<file path="src/rtl/gsim_sweep_scheduler.sv">
// gsim_sweep_scheduler: loads b, issues Gauss-Seidel sweeps until limit/convergence, drains, reads x out
module gsim_sweep_scheduler #(
  parameter int N_ELEM   = 16,
  parameter int DATA_W   = 32,
  parameter int PIPE_LAT = 4,
  parameter int MAX_ITER = 70,
  parameter int ITER_W   = 9,
  localparam int IDX_W   = $clog2(N_ELEM)
) (
  input  logic              clk,
  input  logic              reset,
  input  logic              start,
  input  logic [ITER_W-1:0] iter_limit,
  input  logic [DATA_W-1:0] tol,
  input  logic              b_valid,
  output logic              b_ready,
  output logic              load_en,
  output logic              sweep_en,
  output logic [IDX_W-1:0]  idx,
  input  logic              x_new_valid,
  input  logic [DATA_W-1:0] x_new,
  input  logic [DATA_W-1:0] x_old,
  output logic              rd_en,
  output logic [IDX_W-1:0]  rd_idx,
  output logic              out_valid,
  output logic [IDX_W-1:0]  out_idx,
  output logic [ITER_W-1:0] iter,
  output logic              converged,
  output logic              done
);
  localparam int DR_W = $clog2(PIPE_LAT) + 1;
  typedef enum logic [2:0] {IDLE, LOAD, RUN, DRAIN, OUTPUT} state_t;
  state_t state_q, state_d;
  logic [IDX_W-1:0] load_cnt_q, load_cnt_d, idx_q, idx_d, res_cnt_q, res_cnt_d, out_idx_q, out_idx_d;
  logic [IDX_W:0] rd_cnt_q, rd_cnt_d;
  logic [ITER_W-1:0] iter_q, iter_d, limit_q, limit_d;
  logic [DATA_W-1:0] tol_q, tol_d, max_q, max_d, delta, mx;
  logic [DATA_W:0] diff, mag;
  logic [DR_W-1:0] drain_q, drain_d;
  logic conv_q, conv_d, out_valid_q, out_valid_d, mon, hit;
  always_ff @(posedge clk) begin
    if (reset) begin
      state_q     <= IDLE;
      load_cnt_q  <= '0;
      idx_q       <= '0;
      res_cnt_q   <= '0;
      out_idx_q   <= '0;
      rd_cnt_q    <= '0;
      iter_q      <= '0;
      limit_q     <= '0;
      tol_q       <= '0;
      max_q       <= '0;
      drain_q     <= '0;
      conv_q      <= 1'b0;
      out_valid_q <= 1'b0;
    end else begin
      state_q     <= state_d;
      load_cnt_q  <= load_cnt_d;
      idx_q       <= idx_d;
      res_cnt_q   <= res_cnt_d;
      out_idx_q   <= out_idx_d;
      rd_cnt_q    <= rd_cnt_d;
      iter_q      <= iter_d;
      limit_q     <= limit_d;
      tol_q       <= tol_d;
      max_q       <= max_d;
      drain_q     <= drain_d;
      conv_q      <= conv_d;
      out_valid_q <= out_valid_d;
    end
  end
  always_comb begin
    state_d    = state_q;
    load_cnt_d = load_cnt_q;
    idx_d      = idx_q;
    res_cnt_d  = res_cnt_q;
    rd_cnt_d   = rd_cnt_q;
    iter_d     = iter_q;
    limit_d    = limit_q;
    tol_d      = tol_q;
    max_d      = max_q;
    drain_d    = drain_q;
    conv_d     = conv_q;
    b_ready    = state_q == LOAD;
    load_en    = b_valid & b_ready;
    sweep_en   = state_q == RUN;
    rd_en      = state_q == OUTPUT && !rd_cnt_q[IDX_W];
    rd_idx     = rd_cnt_q[IDX_W-1:0];
    out_valid_d = rd_en;
    out_idx_d  = rd_idx;
    // 33-bit signed difference; |diff| only overflows 32 bits in theory, saturate anyway
    diff  = {x_new[DATA_W-1], x_new} - {x_old[DATA_W-1], x_old};
    mag   = diff[DATA_W] ? -diff : diff;
    delta = mag[DATA_W] ? '1 : mag[DATA_W-1:0];
    mx    = delta > max_q ? delta : max_q;
    mon   = x_new_valid && (state_q == RUN || state_q == DRAIN);
    hit   = mon && res_cnt_q == IDX_W'(N_ELEM - 1) && mx <= tol_q;
    if (mon) begin
      res_cnt_d = res_cnt_q + 1'b1;
      max_d     = res_cnt_q == IDX_W'(N_ELEM - 1) ? '0 : mx;
      conv_d    = conv_q | hit;
    end
    case (state_q)
      IDLE: if (start) begin
        state_d    = LOAD;
        iter_d     = '0;
        conv_d     = 1'b0;
        limit_d    = iter_limit == '0 ? ITER_W'(MAX_ITER) : iter_limit;
        tol_d      = tol;
        load_cnt_d = '0;
        res_cnt_d  = '0;
        max_d      = '0;
      end
      LOAD: if (load_en) begin
        load_cnt_d = load_cnt_q + 1'b1;
        if (load_cnt_q == IDX_W'(N_ELEM - 1)) begin
          state_d = RUN;
          idx_d   = '0;
        end
      end
      RUN: begin
        idx_d = idx_q + 1'b1;
        if (idx_q == IDX_W'(N_ELEM - 1)) iter_d = iter_q + 1'b1;
        if ((idx_q == IDX_W'(N_ELEM - 1) && iter_q + ITER_W'(1) == limit_q) || hit) begin
          state_d = DRAIN;
          idx_d   = '0;
          drain_d = '0;
        end
      end
      DRAIN: begin
        drain_d = drain_q + 1'b1;
        if (drain_q == DR_W'(PIPE_LAT - 1)) begin
          state_d  = OUTPUT;
          rd_cnt_d = '0;
        end
      end
      OUTPUT: begin
        rd_cnt_d = rd_en ? rd_cnt_q + 1'b1 : rd_cnt_q;
        if (rd_cnt_q[IDX_W]) begin
          state_d  = IDLE;
          rd_cnt_d = '0;
        end
      end
      default: state_d = IDLE;
    endcase
  end
  assign idx       = idx_q;
  assign out_valid = out_valid_q;
  assign out_idx   = out_idx_q;
  assign iter      = iter_q;
  assign converged = conv_q;
  assign done      = out_valid_q && out_idx_q == IDX_W'(N_ELEM - 1);
endmodule
</file>
<file path="config.mk">
export PLATFORM = sky130hd
export DESIGN_NAME = gsim_sweep_scheduler
export DESIGN_NICKNAME = d
export VERILOG_FILES = /design/src/rtl/gsim_sweep_scheduler.sv
export SDC_FILE = /design/constraint.sdc
export NUM_CORES = 1
export LEC_CHECK = 0
export CELL_PAD_IN_SITES_DETAIL_PLACEMENT = 0
export CELL_PAD_IN_SITES_GLOBAL_PLACEMENT = 1
export CORE_ASPECT_RATIO = 1.1
export CORE_UTILIZATION = 37
export DETAILED_ROUTE_END_ITERATION = 7
export GPL_TIMING_DRIVEN = 0
export PLACE_DENSITY = 0.81
export SYNTH_ARGS = -nofsm -noshare
export SYNTH_HDL_FRONTEND = slang
export SYNTH_SLANG_ARGS = --single-unit
export TNS_END_PERCENT = 10
</file>
<file path="constraint.sdc">
create_clock -name clk -period 8.1 [get_ports clk]
set_input_delay 1.215 -clock clk [delete_from_list [all_inputs] [get_ports clk]]
set_output_delay 1.215 -clock clk [all_outputs]
set_load 0.03 [all_outputs]
</file>
Word level (Yosys, flattened, before mapping)

Cells that the tools add are included.

Register bits: 111
Input bits: 110
Output and inout bits: 28
Logic and storage cells: 105

$add $sub $neg: 8
Order comparisons: 2
Equal/unequal tests: 18
Muxes and demuxes: 37
Bitwise gates (word level): 2
Reduce and logical (&&, ||, !) cells: 24

Operators by type and width:

| operator              | count |
|---|---|
| $mux W32              | 6 |
| $mux W33              | 1 |
| $neg A33 Y33          | 1 |
| $sub A32 B32 Y33      | 1 |
| $gt A32 B32 Y1        | 1 |
| $le A32 B32 Y1        | 1 |
| $mux W4               | 8 |
| $mux W9               | 3 |
| $mux W3               | 7 |
| $pmux W9 S2           | 1 |
| $eq A4 B4 Y1 const B  | 4 |
| $pmux W4 S2           | 2 |
| $mux W5               | 3 |
| $pmux W3 S5           | 1 |
| $add A4 B1 Y4 const B | 3 |
| $reduce_and A3 Y1     | 4 |
| $ne A2 B1 Y1 const B  | 5 |
| $pmux W5 S2           | 1 |
| $reduce_bool A2 Y1    | 5 |
| $add A9 B1 Y9 const B | 1 |
| $eq A3 B2 Y1 const B  | 3 |
| $eq A9 B9 Y1          | 1 |
| $logic_not A9 Y1      | 1 |
| $logic_and A1 B1 Y1   | 6 |
| 15 further kinds      | 21 |

Logic depth before layout (Yosys ltp)

Word-level depth: 12
Gate-level depth with buffers: 42
Gate-level depth less buffers: 37

Worst setup path after synthesis

No wires, ideal clock.

Path kind: input to register
Start point: input port x_new[0]
End point: register idx_q[0] (netlist: idx[0])
Setup time: 0.121 ns
Arrival: 8.673 ns
Required time: 7.979 ns
Slack: -0.694 ns
Stages: 42
Buffers on the path: 6
Cells stage by stage: inv_1 -> ha_1 -> fa_1 -> nor2b_1 -> o2111ai_2 -> a211oi_1 -> or2_4 -> xor2_1 -> nor4_4 -> and4_1 -> buf_4 -> nand2_4 -> or4_4 -> buf_6 -> buf_6 -> buf_2 -> nand2_1 -> ha_1 -> (+6 left out) -> a21oi_1 -> a311oi_1 -> clkbuf_1 -> clkbuf_1 -> nor2_1 -> a31oi_1 -> ha_1 -> a21o_1 -> a21o_1 -> a21o_1 -> a21o_1 -> a21oi_1 -> or3_1 -> o2111ai_1 -> or3_1 -> o21ai_1 -> nor3_1 -> mux2_2

Word-level cells in the longest chain between the ends: 11

RTL lines:

| element                 | RTL line | text |
|---|---|---|
| start: declaration      | 21       | `input logic [DATA_W-1:0] x_new,` |
| $sub A32 B32 Y33 (*)    | 92       | `diff = {x_new[DATA_W-1], x_new} - {x_old[DATA_W-1], x_old};` |
| $neg A33 Y33            | 93       | `mag = diff[DATA_W] ? -diff : diff;` |
| $mux W33 (*)            | 93       |  |
| $mux W32 (*)            | 94       | `delta = mag[DATA_W] ? '1 : mag[DATA_W-1:0];` |
| $gt A32 B32 Y1          | 95       | `mx = delta > max_q ? delta : max_q;` |
| $mux W32 (*)            | 95       |  |
| $le A32 B32 Y1 (*)      | 97       | `hit = mon && res_cnt_q == IDX_W'(N_ELEM - 1) && mx <= tol_q;` |
| $logic_and A1 B1 Y1 (*) | 97       |  |
| $logic_or A1 B1 Y1 (*)  | 124      | `if ((idx_q == IDX_W'(N_ELEM - 1) && iter_q + ITER_W'(1) == limit_q) \|\| hit) begin` |
| $mux W4 (*)             | 124      |  |
| $pmux W4 S2 (*)         | 103      | `case (state_q)` |
| end signal: assignment  | 59       | `idx_q <= idx_d;` |
| end: declaration        | 34       | `logic [IDX_W-1:0] load_cnt_q, load_cnt_d, idx_q, idx_d, res_cnt_q, res_cnt_d, out_idx_q, out_idx_d;` |

Every way passes the cells marked *; elsewhere a longest branch is shown, timed or not.
A chain may end at the register's enable or synchronous reset.

Final worst setup path

Start point: input port x_old[6]
End point: register idx_q[0] (netlist: idx[0])

Word-level cells in the longest chain between the ends: 11

RTL lines:

| element                 | RTL line | text |
|---|---|---|
| start: declaration      | 22       | `input logic [DATA_W-1:0] x_old,` |
| $sub A32 B32 Y33 (*)    | 92       |  |
| $neg A33 Y33            | 93       |  |
| $mux W33 (*)            | 93       |  |
| $mux W32 (*)            | 94       |  |
| $gt A32 B32 Y1          | 95       |  |
| $mux W32 (*)            | 95       |  |
| $le A32 B32 Y1 (*)      | 97       |  |
| $logic_and A1 B1 Y1 (*) | 97       |  |
| $logic_or A1 B1 Y1 (*)  | 124      |  |
| $mux W4 (*)             | 124      |  |
| $pmux W4 S2 (*)         | 103      |  |

Marks and branches as above.

==> impl_metrics.yaml <==
setup_path:
  worstSetupEndpoint: "idx[0]$_SDFFE_PP0P_"
  startpoint: "x_old[6]"
  worstSetupEndpointType: "register"
  crit_type: "primary input to register"
  cp-start-kind: "primary input"
  rrSetupSlack_ps: 3270
  cp.required_ps: 8350
  worstPathArrival_ps: 8970
  crit_fanout: 10
  r2r_start: "max_q[12]$_SDFF_PP0_"
  r2r_cells: 25
  cpMostUsedCell: "a21o_1"
  slowest_stage: "or4_4"
  slowest_delay_ps: 560
  r2r_end: "idx[0]$_SDFFE_PP0P_"
power:
  p_int_mw: 1.458
  power_frac_clock_pct: 18.1
  power.share.sequential_pct: 23.6
  swShare_pct: 41.22
  finalPower_mw: 2.481
  ir_drop_mv: 0.1166
  combPwrFrac_pct: 58.3
  leakage_nw: 5.272
  power_switching_mw: 1.022
  powerDensity_mw_per_mm2: 186.4
logic_synthesis:
  seq_area_frac_synth_pct: 22.81
  async_reset_ff_share_pct: 0
  synth_area_leaders: "dfxtp_1 23%, ha_1 13%, nand2_1 8.1%"
  syn_nets: 1561
  netlist_instances: 1345
  yosys.area.top_type: "dfxtp_1"
  avgSynthCellArea_um2: 7.243
  ys_ff_latch: 111
  ys_warn_count: 0
  synthesis.area_mm2: 0.009742
  synth.top_cell.area_share_pct: 22.81
  ys.flop_type: "dfxtp_1"
  ys_types: 79
  synth_edf_count: 0
route:
  detail-route-antenna-nets: 0
  drt-initial-drc-count: 506
  vias: 10010
  drc: 0
  first_pass_iters: 5
  wl_um: 29010
  wl_per_cell_um: 15.22
  vias_per_cell: 5.250
clock_network:
  cts_tree: "built"
  cts_sinks: 111
  cts.htree.levels: 3
  cts_buffers: 9
  holdBufCountCts: 0
  path_clk_slew_ps: 80
  cts-root-buf: "clkbuf_16"
  insertion_delay_ps: 360
  cts_buffer_depth: 2
cells_and_area:
  nFillCells: 2465
  finalInstanceArea_mm2: 0.01331
  final_nets: 1771
  antennaDiodeCount: 0
  drive_gt1_share_pct: 15.45
  syn_to_final_growth_pct: 36.63
sta:
  fin_worst_skew_ps: 8.814
  rsz0062_at_grt: "true"
  relSlewSlack_pct: 35.53
  drv_slew: 0
  whs_ps: 461.5
  fin_crit_ps: 8720
  finalHoldViolCount: 0
  fin_tns_setup_ps: -4795
  fmax_mhz: 114.7
  setup-violations-final: 9
  setup_slack_ps: -619.6
  timing.final.crit_share_pct: 107.6
  worstMarginPinSlew_ps: 959.7
global_route:
  grt_pass1_vias: 9478
  grt_pass1_wl_um: 46880
  met3_usage_pct: 1.479
  gr-max-usage-layer: "met2"
  gr-total-overflow: 0
  antenna_found_initial: 0
  grtUsageMet2_pct: 40.14
  use_met1_pct: 26.24
  grt_max_degree: 21
  grt_use_total_pct: 21.58
status:
  violations: "setup timing"
  status: "complete, but fails checks"
placed_design:
  place_ws_ps: -2561
  io_buffers: 137
  place.gp.congestion: 0.8938
  dpl.hpwl_um: 22410
  place_area_mm2: 0.01184
floorplan:
  die_y_um: 172.2
  row_count: 61
  num_io_pins: 138
  placeableCoreArea_mm2: 0.02557
  die_width_um: 156.7
  start_util_pct: 38.10
  dieArea_mm2: 0.02698
job:
  max_cap_viol_count: 0
min_path:
  min_path_type: "register to register"
-- cell type report --
cell class | count | area, um2 | area share, %
plain buffers | 64 | 528.0 | 3.967
flip-flops and latches | 111 | 2222 | 16.69
repair buffers | 200 | 1847 | 13.87
clock inverters | 6 | 62.56 | 0.4700
well taps | 346 | 432.9 | 3.252
multi-input cells | 1055 | 7559 | 56.79
clock buffers | 10 | 229.0 | 1.720
inverters | 114 | 430.4 | 3.234
-- logic make-up after synthesis --
group	share of synthesized area, %
compound gates	25.91
xor+xnor	5.394
fa+ha+maj	13.69
buf+inv	7.886
flops	22.81
mux	0.8605
simple gates	23.45
-- cells in the mapped netlist, types with 13 or more instances --
cell type / instances
a21o_1: 47
a21oi_1: 141
a31oi_1: 47
clkbuf_1: 43
dfxtp_1: 111
ha_1: 105
inv_1: 114
nand2_1: 209
nand3_1: 28
nand4_1: 19
nor2_1: 100
nor2b_1: 24
nor3_1: 27
o21a_1: 14
o21ai_0: 58
or3_1: 13
xnor2_1: 37
xor2_1: 23
-- worst max-delay path: cells and delay by family --
| kind | cells | cell delay, ps |
|---|---|---|
| simple gates | 16 | 2810 |
| buf+inv | 9 | 1620 |
| compound gates | 13 | 2390 |
| mux | 1 | 280 |
| fa+ha+maj | 3 | 660 |
-- worst min path at each step --
stage,end,cells after the start,from
6_report,tol_q[3]$_SDFFE_PP0P_,2,tol_q[3]$_SDFFE_PP0P_
5_1_grt,tol_q[25]$_SDFFE_PP0P_,2,tol_q[25]$_SDFFE_PP0P_
4_1_cts,tol_q[17]$_SDFFE_PP0P_,2,tol_q[17]$_SDFFE_PP0P_
3_5_place_dp,tol_q[25]$_SDFFE_PP0P_,2,tol_q[25]$_SDFFE_PP0P_
3_3_place_gp,tol_q[24]$_SDFFE_PP0P_,2,tol_q[24]$_SDFFE_PP0P_
2_1_floorplan,out_valid$_SDFF_PP0_,1,rd_cnt_q[4]$_SDFFE_PP0P_
-- power by group through the flow --
| stage | clock network [mW] | logic (mW) | registers [mW] |
|---|---|---|---|
| 3_5_place_dp | 0 | 1.19 | 0.597 |
| 5_1_grt | 0.473 | 1.61 | 0.588 |
| 4_1_cts | 0.457 | 1.43 | 0.585 |
| 3_3_place_gp | 0 | 1.17 | 0.597 |
| 2_1_floorplan | 0 | 0.862 | 0.594 |
| 6_report | 0.448 | 1.45 | 0.585 |
-- metrics by stage --
| step | utilization (%) | std cells |
|---|---|---|
| finish | 52.06 | 1906 |
| global route | 52.06 | 1906 |
| CTS | 51.91 | 1905 |
| detailed placement | 46.32 | 1828 |
| global placement | 46.32 | 1828 |
| floorplan | - | 1345 |
-- cell usage in the layout (no fill, tap or decap), drive strengths merged, types with 23 or more instances in the layout --
cell / synthesis / final
a21o: 48 / 48
a21oi: 145 / 145
a31oi: 48 / 48
buf: 21 / 82
clkbuf: 44 / 55
clkdlybuf4s50: 0 / 125
dfxtp: 111 / 111
ha: 105 / 105
inv: 114 / 117
nand2: 210 / 210
nand3: 28 / 28
nor2: 100 / 100
nor2b: 24 / 24
nor3: 28 / 28
o21ai: 63 / 63
xnor2: 37 / 37
xor2: 23 / 23
-- layer usage --
metal,vias up,share of wire [%]
met5,-,0
met4,0,2.0
met2,211,50
li1,5138,-
met3,32,3.4
met1,4625,44
-- repair_timing --
action                                  in CTS  in global routing
gates cloned                                 1                  0
endpoints found under the setup margin       9                  9
pin swaps                                   63                  3
buffers inserted                            61                  1
resized for setup                          150                  5
-- flip-flops by register name (all words and copies together) (netlist names) --
signal and count:
converged 1, drain_q 3, idx 4, iter 9
limit_q 9, load_cnt_q 4, max_q 32, out_idx 4
out_valid 1, rd_cnt_q 5, res_cnt_q 4, state_q 3
tol_q 32
(Power assumes the default switching activity.)
